--- src/rtl/score_keeper.sv ---
// rtl/score_keeper.sv - two-player score keeper with debounced buttons and win detection
//
// Ports:
//   clk_i        system clock, rising edge
//   rst_i        asynchronous active-high reset
//   p1_btn_i     raw player-1 point button (bouncing, asynchronous)
//   p2_btn_i     raw player-2 point button (bouncing, asynchronous)
//   clear_btn_i  raw new-game button (bouncing, asynchronous)
//   p1_score_o   player-1 score, 0..99
//   p2_score_o   player-2 score, 0..99
//   point_o      one-cycle pulse whenever a score register changes
//   game_over_o  high while a winner is declared
//   winner_o     0 = none, 1 = player 1, 2 = player 2

module score_keeper_debounce #(
    parameter logic [19:0] DEBOUNCE_CYCLES = 20'd1000000
) (
    input  logic clk_i,
    input  logic rst_i,
    input  logic btn_i,
    output logic press_o
);

    logic        sync1_q;
    logic        sync2_q;
    logic        level_q;
    logic        level_d1_q;
    logic [19:0] cnt_q;

    always_ff @(posedge clk_i or posedge rst_i) begin
        if (rst_i) begin
            sync1_q    <= 1'b0;
            sync2_q    <= 1'b0;
            level_q    <= 1'b0;
            level_d1_q <= 1'b0;
            cnt_q      <= 20'd0;
        end else begin
            sync1_q    <= btn_i;
            sync2_q    <= sync1_q;
            level_d1_q <= level_q;
            if (sync2_q == level_q) begin
                cnt_q <= 20'd0;
            end else if (cnt_q == DEBOUNCE_CYCLES - 20'd1) begin
                // This edge is the DEBOUNCE_CYCLES-th consecutive mismatch.
                level_q <= ~level_q;
                cnt_q   <= 20'd0;
            end else begin
                cnt_q <= cnt_q + 20'd1;
            end
        end
    end

    // Rising edge of the debounced level only; a held button yields one pulse.
    assign press_o = level_q & ~level_d1_q;

endmodule

module score_keeper #(
    parameter logic [19:0] DEBOUNCE_CYCLES = 20'd1000000,
    parameter logic [7:0]  WIN_SCORE       = 8'd11
) (
    input  logic       clk_i,
    input  logic       rst_i,
    input  logic       p1_btn_i,
    input  logic       p2_btn_i,
    input  logic       clear_btn_i,
    output logic [7:0] p1_score_o,
    output logic [7:0] p2_score_o,
    output logic       point_o,
    output logic       game_over_o,
    output logic [1:0] winner_o
);

    localparam logic [7:0] MAX_SCORE = 8'd99;

    typedef enum logic {
        PLAYING = 1'b0,
        OVER    = 1'b1
    } state_t;

    logic p1_ev;
    logic p2_ev;
    logic clr_ev;

    score_keeper_debounce #(.DEBOUNCE_CYCLES(DEBOUNCE_CYCLES)) u_db_p1 (
        .clk_i   (clk_i),
        .rst_i   (rst_i),
        .btn_i   (p1_btn_i),
        .press_o (p1_ev)
    );

    score_keeper_debounce #(.DEBOUNCE_CYCLES(DEBOUNCE_CYCLES)) u_db_p2 (
        .clk_i   (clk_i),
        .rst_i   (rst_i),
        .btn_i   (p2_btn_i),
        .press_o (p2_ev)
    );

    score_keeper_debounce #(.DEBOUNCE_CYCLES(DEBOUNCE_CYCLES)) u_db_clr (
        .clk_i   (clk_i),
        .rst_i   (rst_i),
        .btn_i   (clear_btn_i),
        .press_o (clr_ev)
    );

    state_t     state_q;
    state_t     state_d;
    logic [7:0] p1_d;
    logic [7:0] p2_d;
    logic [1:0] winner_d;
    logic       point_d;
    logic       p1_wins;
    logic       p2_wins;

    // State register plus the registered datapath it governs.
    always_ff @(posedge clk_i or posedge rst_i) begin
        if (rst_i) begin
            state_q    <= PLAYING;
            p1_score_o <= 8'd0;
            p2_score_o <= 8'd0;
            winner_o   <= 2'd0;
            point_o    <= 1'b0;
        end else begin
            state_q    <= state_d;
            p1_score_o <= p1_d;
            p2_score_o <= p2_d;
            winner_o   <= winner_d;
            point_o    <= point_d;
        end
    end

    // Next-state and next-score logic; win check uses the post-update scores.
    always_comb begin
        state_d  = state_q;
        p1_d     = p1_score_o;
        p2_d     = p2_score_o;
        winner_d = winner_o;
        point_d  = 1'b0;
        p1_wins  = 1'b0;
        p2_wins  = 1'b0;

        if (clr_ev) begin
            // Clear wins over any coincident point presses, in either state.
            state_d  = PLAYING;
            p1_d     = 8'd0;
            p2_d     = 8'd0;
            winner_d = 2'd0;
            point_d  = (p1_score_o != 8'd0) || (p2_score_o != 8'd0);
        end else if (state_q == PLAYING) begin
            if (p1_ev && (p1_score_o < MAX_SCORE)) begin
                p1_d = p1_score_o + 8'd1;
            end
            if (p2_ev && (p2_score_o < MAX_SCORE)) begin
                p2_d = p2_score_o + 8'd1;
            end
            point_d = (p1_d != p1_score_o) || (p2_d != p2_score_o);

            // 9-bit compares so score + 2 cannot wrap.
            p1_wins = (p1_d >= WIN_SCORE) && ({1'b0, p1_d} >= ({1'b0, p2_d} + 9'd2));
            p2_wins = (p2_d >= WIN_SCORE) && ({1'b0, p2_d} >= ({1'b0, p1_d} + 9'd2));
            if (p1_wins) begin
                state_d  = OVER;
                winner_d = 2'd1;
            end else if (p2_wins) begin
                state_d  = OVER;
                winner_d = 2'd2;
            end
        end
    end

    // Output decode of the FSM.
    always_comb begin
        game_over_o = (state_q == OVER);
    end

endmodule

--- config.mk ---
export PLATFORM = sky130hd
export DESIGN_NAME = score_keeper
export DESIGN_NICKNAME = d
export VERILOG_FILES = /design/src/rtl/score_keeper.sv
export SDC_FILE = /design/constraint.sdc
export NUM_CORES = 1
export LEC_CHECK = 0
export ABC_AREA = 1
export CELL_PAD_IN_SITES_DETAIL_PLACEMENT = 0
export CELL_PAD_IN_SITES_GLOBAL_PLACEMENT = 1
export CORE_MARGIN = 2
export CORE_UTILIZATION = 46
export CTS_CLUSTER_DIAMETER = 120
export DETAILED_ROUTE_END_ITERATION = 8
export PLACE_DENSITY_LB_ADDON = 0.2
export SYNTH_ARGS = -nofsm -noshare
export SYNTH_HDL_FRONTEND = slang
export SYNTH_SLANG_ARGS = --single-unit
--- constraint.sdc ---
create_clock -name clk_i -period 3.3 [get_ports clk_i]
set_input_delay 0.33 -clock clk_i [delete_from_list [all_inputs] [get_ports clk_i]]
set_output_delay 0.33 -clock clk_i [all_outputs]
set_load 0.005 [all_outputs]
==> flow_summary.toml <==
[place]
gp_congestion = 0.832
dp_hpwl_um = 8620
pre_cts_slack_ns = 0.103
portBuffers = 24

[critical_path]
timing.critical_path.fanout_max = 6
cp_num_buf_inv = 2
cp.arrival_ns = 3.29
worst_path_max_delay_cell = "dfrtp_2"
crit_family = "simple AND/OR/NAND/NOR gates"
path_cells = "nand2_2, nor2_2, nor2_4, nand3_2, nor2_1, nand2_2, xor2_4, nor2_1, inv_1, nand2_1, ha_1, nand2_1, inv_1, nand3_1, nor2_2, nand3_1, nand2_1, nand2_1, nand3_2, nand2_2, nand3_2, nand2_1, nand2_1, nand2_1"
path_class = "reg -> reg"
path_common_cell = "nand2_1"
slowest_delay_ns = 0.45
critPathCaptureType = "register"
startpoint_type = "register"
required_ns = 3.54

[layout]
fin_util = 0.561
n_fill_cell = 1091
final_cell_mix = "inv_1, nand2_1, dfrtp_1, nor2_1, nand3_1"
mostFrequentLayoutCell = "inv_1"
synthToLayoutAreaGrowth_pct = 19.0
final_nets = 760
drive_gt1_frac = 0.149
diodes = 0

[worst_hold_path]
hold_class = "reg -> reg"

[drt]
ant_nets = 0
dr.pass1.iters = 4
routed_wl_um = 11900
routedWlPerCell_um = 13.5
vias = 4497
drcViolationCount = 0
drt_iter0_drc = 171
vias_per_cell = 5.10

[global_routing]
grt-ovfl-total = 0
busiest_layer = "met2"
grt_use_met1 = 0.261
grt_max_degree = 93
grt_pass1_vias = 4243
met2_usage = 0.312
grt_pass1_wl_um = 19600
track_usage = 0.193
gr-usage-met3 = 0.0362
grt_antenna_before_repair = 0

[sta]
finalCritPeriodShare = 0.926
worst_pin_slew_ns = 0.614
fin_skew_ns = 0.00354
setup_viol = 0
setup_ws_ns = 0.243
relSlewSlack = 0.589
slew_viol_final = 0
fmax_ghz = 0.327
min_period_ns = 3.06
hold_violations = 0

[floorplan]
initial_utilization = 0.471
die_w_um = 112
rows = 39
die_h_um = 112
die_area_um2 = 12600
coreArea_um2 = 11400
pin_count = 25

[clock_network]
cts_hold_buf = 0
root_buffer = "clkbuf_16"
clkSinkCount = 92
cts_tree = "done"
clkTransAtPathRegs_ns = 0.06
htree_levels = 3
cts_buffers = 9
clk_path_buf_depth = 2
clk_latency_ns = 0.35

[yosys]
ys.flop_type = "dfrtp_1"
synthArstFlopShare = 1.00
ys_ff_latch = 92
yosysWarnings = 0
synth_area_leaders = "dfrtp_1, nand2_1, inv_1"
yosysSeqAreaShare = 0.428
synth_edf_count = 0
synth_cell_types = 39
yosysTopAreaCell = "dfrtp_1"
synth_nets = 707
synth_top_area_share = 0.428
syn_inst = 681
syn_area_um2 = 5380
avgSynthCellArea_um2 = 7.90

[pwr]
p_leak_nw = 2.97
power.density_nw_per_um2 = 362
total_power_mw = 2.32
ir_drop_uv = 245

[flow_run]
maxCapViolCount = 0

[run_status]
status = "finished, final reports clean"
## state kept, by name, summed over array words and instances (netlist names), 2 cells and up
name	cells
u_db_p2.cnt_q	20
winner_o	2
p1_score_o	8
u_db_p1.cnt_q	20
p2_score_o	8
u_db_clr.cnt_q	20
## area by class of cell
| class | count | area, um^2 | share of cell area |
|---|---|---|---|
| sequential | 92 | 2310 | 0.360 |
| tap | 143 | 179 | 0.0279 |
| clock buffer | 9 | 225 | 0.0352 |
| timing repair buffer | 48 | 433 | 0.0676 |
| inverter | 128 | 482 | 0.0752 |
| clock inverter | 7 | 91.3 | 0.0143 |
| multi-input combinational | 455 | 2690 | 0.420 |
## worst paths after layout
| path | endpoint | depth (start not counted) | slack (ns) | start |
|---|---|---|---|---|
| min in group asynchronous | u_db_p1.cnt_q[11]$_DFF_PP0_ | 3 | 0.42 | rst_i |
| max | winner_o[0]$_DFFE_PP0P_ | 24 | 0.24 | p1_score_o[5]$_DFFE_PP0P_ |
| min | u_db_p2.sync2_q$_DFF_PP0_ | 0 | 0.35 | u_db_p2.sync1_q$_DFF_PP0_ |
| min reg2reg | u_db_p2.sync2_q$_DFF_PP0_ | 0 | 0.35 | u_db_p2.sync1_q$_DFF_PP0_ |
| max reg2reg | winner_o[0]$_DFFE_PP0P_ | 24 | 0.24 | p1_score_o[5]$_DFFE_PP0P_ |
| max in group asynchronous | p2_score_o[0]$_DFFE_PP0P_ | 3 | 2.49 | rst_i |
## stage by stage
step	area, um^2	std cells	setup TNS, ns	hold slack, ns
5_1_grt	6400	882	-0.0317	0.367
3_5_place_dp	5840	849	0	0.341
4_1_cts	6160	865	0	0.355
3_3_place_gp	5840	849	0	0.333
2_1_floorplan	5380	681	0	0.331
6_report	6400	882	0	0.351
## where the power goes
group / leakage [nW] / internal (mW) / switching (mW)
Combinational: 1.56 / 0.0198 / 0.0466
Sequential: 1.26 / 1.14 / 0.00873
Clock: 0.155 / 0.661 / 0.443
## kinds of logic after synthesis
family | synth area share
DFF | 0.428
AOI/OAI and AO/OA | 0.0795
and+or+nand+nor | 0.292
xor gates and xnor gates | 0.0500
muxes | 0.00628
buffers and inverters | 0.0956
adders and majority gates | 0.0488
## what timing repair did
item | in CTS | in global routing
endpoints found under the setup margin | 0 | 3
gates resized for setup | 0 | 26
endpoints found under the hold margin | 0 | 0
buffers inserted | 0 | 16
## layer usage
| layer | routed length (um) | up-vias | share of wire |
|---|---|---|---|
| met5 | 0 | - | 0 |
| met4 | 214 | 0 | 0.018 |
| met3 | 356 | 15 | 0.030 |
| met2 | 5640 | 54 | 0.48 |
| met1 | 5650 | 2128 | 0.48 |
| li1 | - | 2300 | - |
## worst register-to-register path, cell delays in order, from the launching register on
cell and delay, ns:
dfrtp_2 0.45, nand2_2 0.12, nor2_2 0.06, nor2_4 0.22
nand3_2 0.12, nor2_1 0.14, nand2_2 0.12, xor2_4 0.22
nor2_1 0.06, inv_1 0.08, nand2_1 0.06, ha_1 0.28
nand2_1 0.06, inv_1 0.09, nand3_1 0.09, nor2_2 0.11
nand3_1 0.07, nand2_1 0.06, nand2_1 0.06, nand3_2 0.09
nand2_2 0.07, nand3_2 0.08, nand2_1 0.07, nand2_1 0.11
nand2_1 0.06
## synthesized netlist by cell type (all sizes together), types with 4 or more instances
cell and count:
a21oi 36, xnor2 5, o21ai 22, clkbuf 6
nand3b 4, xor2 24, nor3 25, nand4 20
nand3 44, nor2 81, nand2 133, nor4 12
o22ai 13, ha 21, inv 126, dfrtp 92
Note: power is estimated with default switching activity, not from simulation.
